$ cat config.mk
export PLATFORM = sky130hd
export DESIGN_NAME = muxn_pipe_scan
export DESIGN_NICKNAME = d
export VERILOG_FILES = /design/src/rtl/muxn_pipe_scan.sv
export SDC_FILE = /design/constraint.sdc
export NUM_CORES = 1
export LEC_CHECK = 0
export CAP_MARGIN = 5
export CORE_UTILIZATION = 45
export DETAILED_ROUTE_END_ITERATION = 8
export PLACE_DENSITY = 0.81
export REMOVE_ABC_BUFFERS = 1
export SYNTH_ARGS = -nofsm -noshare
export SYNTH_HDL_FRONTEND = slang
export SYNTH_SLANG_ARGS = --single-unit
export TNS_END_PERCENT = 10
$ cat constraint.sdc
create_clock -name clk -period 1.6 [get_ports clk]
set_input_delay 0.48 -clock clk [delete_from_list [all_inputs] [get_ports clk]]
set_output_delay 0.48 -clock clk [all_outputs]
set_load 0.01 [all_outputs]
$ cat src/rtl/muxn_pipe_scan.sv
// muxn_pipe_scan: N:1, WIDTH-bit channel selector built as a tree of 2:1 stages.
// Each sample carries its valid bit and channel index with it through the tree.
// The select comes from the host (sel) or from an internal round-robin scanner (mode=1).
//
// Ports:
//   clk       rising-edge clock
//   rst       asynchronous reset, active-high
//   din       packed channels, channel i at din[i*WIDTH +: WIDTH]
//   sel       manual channel select, used when mode=0
//   mode      0 = manual select, 1 = scan through channels, DWELL cycles on each
//   in_valid  din/select sample is valid this cycle
//   out       selected data, holds its value on bubbles
//   out_valid out carries a new sample this cycle
//   out_ch    channel index that produced out
//   scan_wrap one-cycle pulse after the scanner steps from NUM_IN-1 back to 0
module muxn_pipe_scan #(
    parameter int WIDTH  = 8,
    parameter int NUM_IN = 4,
    parameter int PIPE   = 1,
    parameter int DWELL  = 4
) (
    input  logic                      clk,
    input  logic                      rst,
    input  logic [NUM_IN*WIDTH-1:0]   din,
    input  logic [$clog2(NUM_IN)-1:0] sel,
    input  logic                      mode,
    input  logic                      in_valid,
    output logic [WIDTH-1:0]          out,
    output logic                      out_valid,
    output logic [$clog2(NUM_IN)-1:0] out_ch,
    output logic                      scan_wrap
);
    localparam int SELW = $clog2(NUM_IN);
    localparam int DW   = (DWELL > 1) ? $clog2(DWELL) : 1;
    localparam int HALF = NUM_IN / 2;

    typedef logic [WIDTH-1:0] word_t;

    if (NUM_IN < 2 || (NUM_IN & (NUM_IN - 1)) != 0) begin : g_bad_num_in
        $error("muxn_pipe_scan: NUM_IN must be a power of 2 and at least 2");
    end
    if (DWELL < 1) begin : g_bad_dwell
        $error("muxn_pipe_scan: DWELL must be at least 1");
    end

    // ------------------------------------------------------------------
    // Scan counters
    // ------------------------------------------------------------------
    logic [SELW-1:0] scan_ch;
    logic [DW-1:0]   dwell_cnt;
    logic [SELW-1:0] esel;

    always_ff @(posedge clk or posedge rst) begin
        if (rst) begin
            scan_ch   <= '0;
            dwell_cnt <= '0;
            scan_wrap <= 1'b0;
        end else if (!mode) begin
            // Held at zero so that entering scan always starts on channel 0.
            scan_ch   <= '0;
            dwell_cnt <= '0;
            scan_wrap <= 1'b0;
        end else if (dwell_cnt == DW'(DWELL - 1)) begin
            dwell_cnt <= '0;
            scan_ch   <= scan_ch + 1'b1;
            scan_wrap <= (scan_ch == SELW'(NUM_IN - 1));
        end else begin
            dwell_cnt <= dwell_cnt + 1'b1;
            scan_wrap <= 1'b0;
        end
    end

    assign esel = mode ? scan_ch : sel;

    // ------------------------------------------------------------------
    // Selection tree
    // ------------------------------------------------------------------
    if (PIPE != 0) begin : g_pipe
        // Level k consumes src_* and registers into stg_*; stage k pairs words with esel[k].
        word_t           src_data [SELW][NUM_IN];
        logic [SELW-1:0] src_ch   [SELW];
        logic            src_vld  [SELW];
        word_t           stg_data [SELW][HALF];
        logic [SELW-1:0] stg_ch   [SELW];
        logic            stg_vld  [SELW];

        always_comb begin
            for (int k = 0; k < SELW; k++) begin
                for (int i = 0; i < NUM_IN; i++) begin
                    src_data[k][i] = '0;
                end
                src_ch[k]  = '0;
                src_vld[k] = 1'b0;
            end
            for (int i = 0; i < NUM_IN; i++) begin
                src_data[0][i] = din[i*WIDTH +: WIDTH];
            end
            src_ch[0]  = esel;
            src_vld[0] = in_valid;
            for (int k = 1; k < SELW; k++) begin
                for (int j = 0; j < HALF; j++) begin
                    src_data[k][j] = stg_data[k-1][j];
                end
                src_ch[k]  = stg_ch[k-1];
                src_vld[k] = stg_vld[k-1];
            end
        end

        always_ff @(posedge clk or posedge rst) begin
            if (rst) begin
                for (int k = 0; k < SELW; k++) begin
                    for (int j = 0; j < HALF; j++) begin
                        stg_data[k][j] <= '0;
                    end
                    stg_ch[k]  <= '0;
                    stg_vld[k] <= 1'b0;
                end
            end else begin
                for (int k = 0; k < SELW; k++) begin
                    stg_vld[k] <= src_vld[k];
                    // Data and index only move with a valid sample; bubbles leave them held.
                    if (src_vld[k]) begin
                        stg_ch[k] <= src_ch[k];
                        for (int j = 0; j < HALF; j++) begin
                            stg_data[k][j] <= src_ch[k][k] ? src_data[k][2*j+1]
                                                           : src_data[k][2*j];
                        end
                    end
                end
            end
        end

        assign out       = stg_data[SELW-1][0];
        assign out_ch    = stg_ch[SELW-1];
        assign out_valid = stg_vld[SELW-1];
    end else begin : g_comb
        word_t           tree_out;
        word_t           out_q;
        logic [SELW-1:0] ch_q;
        logic            vld_q;

        // Reduce in place: level k writes word j from words 2j and 2j+1 of the level below.
        always_comb begin
            word_t t [NUM_IN];
            for (int i = 0; i < NUM_IN; i++) begin
                t[i] = din[i*WIDTH +: WIDTH];
            end
            for (int k = 0; k < SELW; k++) begin
                for (int j = 0; j < (NUM_IN >> (k + 1)); j++) begin
                    t[j] = esel[k] ? t[2*j+1] : t[2*j];
                end
            end
            tree_out = t[0];
        end

        always_ff @(posedge clk or posedge rst) begin
            if (rst) begin
                out_q <= '0;
                ch_q  <= '0;
                vld_q <= 1'b0;
            end else begin
                vld_q <= in_valid;
                if (in_valid) begin
                    out_q <= tree_out;
                    ch_q  <= esel;
                end
            end
        end

        assign out       = out_q;
        assign out_ch    = ch_q;
        assign out_valid = vld_q;
    end

endmodule

# Word level (Yosys, flattened, before mapping)
# Cells that the tools add are included.
# W data, S select, Z words.
# word_totals
register_bits	35
in_bits	38
wordCells	25
# op_classes
addsub	2
eq_ne	3
muxes	10
# ops
operator	count
$mux W8	3
$mux W2	5
$add A2 B1 Y2 const B	2
$eq A2 B2 Y1 const B	2
$mux W1	2
$ne A2 B1 Y1 const B	1

# Depth between registers and ports, before layout
# depth
word_depth	3
mapped_depth	5
depth_no_buf	3

# Worst setup path before layout
# No wires, ideal clock.
# synth_path
path_type	input port to flip-flop
from	in mode
to	reg g_pipe.stg_data, in the netlist g_pipe.src_data[16]
arrival_ns	1.404
path_slack_ns	0.059
path_stages	5
n_path_buf	2
cell_sequence	buf_6 > mux2i_4 > buf_12 > mux2i_1 > a21oi_1
# synth_between
elab_chain_cells	2
# synth_lines
element	line	text
start, declared	26	input logic mode,
$mux W2	73	assign esel = mode ? scan_ch : sel;
$mux W8	125	stg_data[k][j] <= src_ch[k][k] ? src_data[k][2*j+1]
end signal, assigned by index	125	
end, declared	83	word_t stg_data [SELW][HALF];
# No other way between the ends.
# A chain may end at the register's enable or synchronous reset.

# Final worst setup path
# layout_path
from	reg g_pipe.stg_data, in the netlist out[3]
to	out out[3]
# layout_lines
element	line	text
end, declared	28	output logic [WIDTH-1:0] out,
# No word-level cell between the ends.

==> impl_metrics.tcl <==
set metrics [dict create \
    status "finished clean" \
    fillers 255 \
    antenna_cells 0 \
    clock_sinks 35 \
    dieArea_mm2 0.003652 \
    grt_pass1_vias 1134 \
    clockBufferDepth 2 \
    cts_tree "yes" \
    cp_top_family "flip-flops" \
    p_total_w 0.002241 \
    cp_num_buf_inv 1 \
    hold_ws_ps 448.0 \
    cp_data_required_time_ps 1120 \
    cts.htree.levels 2 \
    setup_viol 0 \
    place_congestion 0.7642 \
    path_class "reg2out" \
    peakVddDrop_mv 0.6187 \
    syn_avg_cell_area_um2 11.47 \
    gr-total-overflow 0 \
    regArea_um2 875.8 \
    clock_latency_ps 340 \
    netlist.area_leader.share 0.5700 \
    ctsHoldBuffers 0 \
    via_per_inst 4.914 \
    crit_path_max_incr_delay_ps 420 \
    tightest_slew_ps 560.3 \
    final.min_clock_period_ps 1529 \
    rsz0062_at_grt "no" \
    crit_chain "dlygate4sd2_1" \
    grt_start_max_net_pins 38 \
    nets 228 \
    clk_pin_slew_worst_paths_ps 110 \
    worstPathArrival_ps 1050 \
    wl_mm 3.048 \
    multi_input_area_um2 598.1 \
    vias 1145 \
    antenna_found_initial 0 \
    route.met2.wl_mm 1.515 \
    crit_path_max_fanout 2 \
    die_w_um 60.43 \
    ys_seq_area_frac 0.5700 \
    synth-edff-count 0 \
    net-switching-power_w 0.0005317 \
    routedWlPerCell_um 13.08 \
    p_int_w 0.001709 \
    period_share 0.9557 \
    ys_warn_count 0 \
    hold_viol_final 0 \
    dr.pass1.iters 4 \
    synth_cell_types 16 \
    grt_pass1_wl_mm 4.892 \
    clock_skew_ps 8.722 \
    portBuffers 49 \
    startpoint_type "flop" \
    p_seq_frac 0.469 \
    crit_slowest_cell "dfrtp_1" \
    synth_common_cells "35 x dfrtp_1, 26 x a21oi_1, 26 x mux2i_1, 26 x nor2_1, 6 x clkbuf_1" \
    core_region_area_mm2 0.003153 \
    drv_slew 0 \
    power_density_mw_per_mm2 1018 \
    drt_iter0_markers 33 \
    hp-class "reg2reg" \
    dr.max_layer_used "met4" \
    fp.dieH_um 60.43 \
    clock.fmax_mhz 654.0 \
    num_io_pins 50 \
    end_kind "output pin" \
    power_frac_clock 0.350 \
    yosysMostFrequentCell "dfrtp_1" \
    ys.flop_type "dfrtp_1" \
    drive_above_1_share 0.07937 \
    synthCells 134 \
    ys_top_cells_by_area "dfrtp_1 57%, mux2i_1 17%, a21oi_1 8.5%" \
    start_util 0.4873 \
    max_cap_violations 0 \
    ant_nets 0 \
    rows 20 \
    area_growth_pct 43.32 \
    netSwitchingFraction 0.2372 \
    slew-limit-headroom 0.6265 \
    synth-seq-cells 35 \
    wirelength_met1_mm 1.342 \
    wl_met3_um 177 \
    grt_usage 0.1888 \
    combPwrFrac 0.181 \
    synth.cell_area_mm2 0.001536 \
    p_leak_nw 1.041 \
    cts_made_buffers 5 \
    drc 0 \
    yosysTopAreaCell "dfrtp_1" \
    ys_async_sr_fraction 1.000 \
    root_buffer "clkbuf_4" \
    hpwlAfterDp_mm 2.188 \
]
==> cell families after synthesis <==
| family | share of synthesized area |
|---|---|
| flip-flops | 0.5700 |
| AND/OR/NAND/NOR | 0.08387 |
| multiplexers | 0.1987 |
| AO/OA/AOI/OAI | 0.08469 |
| buffers and inverters | 0.04071 |
| adder cells (fa/ha/maj) | 0.01628 |
| XOR/XNOR | 0.005701 |
==> worst paths after layout <==
kind | cells after the start | slack, ps | to | from
setup / recovery | 1 | 70 | out[3] | out[3]
hold / removal | 1 | 450 | dwell_cnt[0] | dwell_cnt[0]
setup reg to reg | 4 | 340 | g_pipe.src_data[19] | scan_ch[0]
hold reg to reg | 1 | 450 | dwell_cnt[0] | dwell_cnt[0]
max in group asynchronous | 3 | 940 | g_pipe.src_data[30] | rst
min in group asynchronous | 3 | 470 | out_valid | rst
==> area by class of cell <==
class	count	share of cell area
repair buffers	56	0.2580
flip-flops and latches	35	0.3977
inverters	1	0.001705
clock inverters	2	0.02727
well taps	44	0.02500
clock buffers	6	0.01875
multi-input cells	89	0.2716
==> timing repair <==
item	CTS	global route
setup endpoints to repair	12	4
gates resized for setup	12	1
buffers inserted	1	0
==> stage by stage <==
stage / TNS, ps / std cells / util / setup WS [ps] / area (um^2)
after floorplan: 0 / 125 / - / 125.9 / 1478
after global placement: -4417 / 224 / 0.6679 / -290.8 / 2106
after detailed placement: -5063 / 224 / 0.6679 / -346.8 / 2106
after CTS: 0 / 233 / 0.6976 / 37.71 / 2200
after global routing: 0 / 233 / 0.6984 / 5.840 / 2202
final: 0 / 233 / 0.6984 / 70.90 / 2202
==> routing by layer <==
| metal | global-route usage | up-vias |
|---|---|---|
| li1 | - | 566 |
| met1 | 0.2156 | 534 |
| met2 | 0.3344 | 43 |
| met3 | 0.06183 | 2 |
| met4 | 0.06169 | 0 |
| met5 | 0 | - |
==> power by group through the flow <==
stage	Combinational, W	Sequential (W)	Clock [W]
global placement	0.000419	0.00107	0
floorplan	0.000164	0.00108	0
global route	0.000448	0.00106	0.000838
finish	0.000406	0.00105	0.000784
CTS	0.000412	0.00105	0.000804
detailed placement	0.000433	0.00107	0
==> state kept, by name, indices dropped and copies added (netlist names) <==
| signal | flops |
|---|---|
| g_pipe.src_data | 16 |
| out_ch | 2 |
| out | 8 |
| out_valid | 1 |
| g_pipe.src_vld | 1 |
| scan_wrap | 1 |
| dwell_cnt | 2 |
| g_pipe.src_ch | 2 |
| scan_ch | 2 |
==> placed cells by master, fill, tap and decap left out, types with 3 or more instances in the layout <==
| cell type | instances |
|---|---|
| dfrtp_1 | 35 |
| a21oi_1 | 26 |
| nor2_1 | 26 |
| dlygate4sd2_1 | 12 |
| buf_12 | 3 |
| clkbuf_4 | 5 |
| buf_4 | 4 |
| mux2i_1 | 26 |
| clkdlybuf4s50_1 | 36 |
Note: power is estimated with default switching activity, not from simulation.
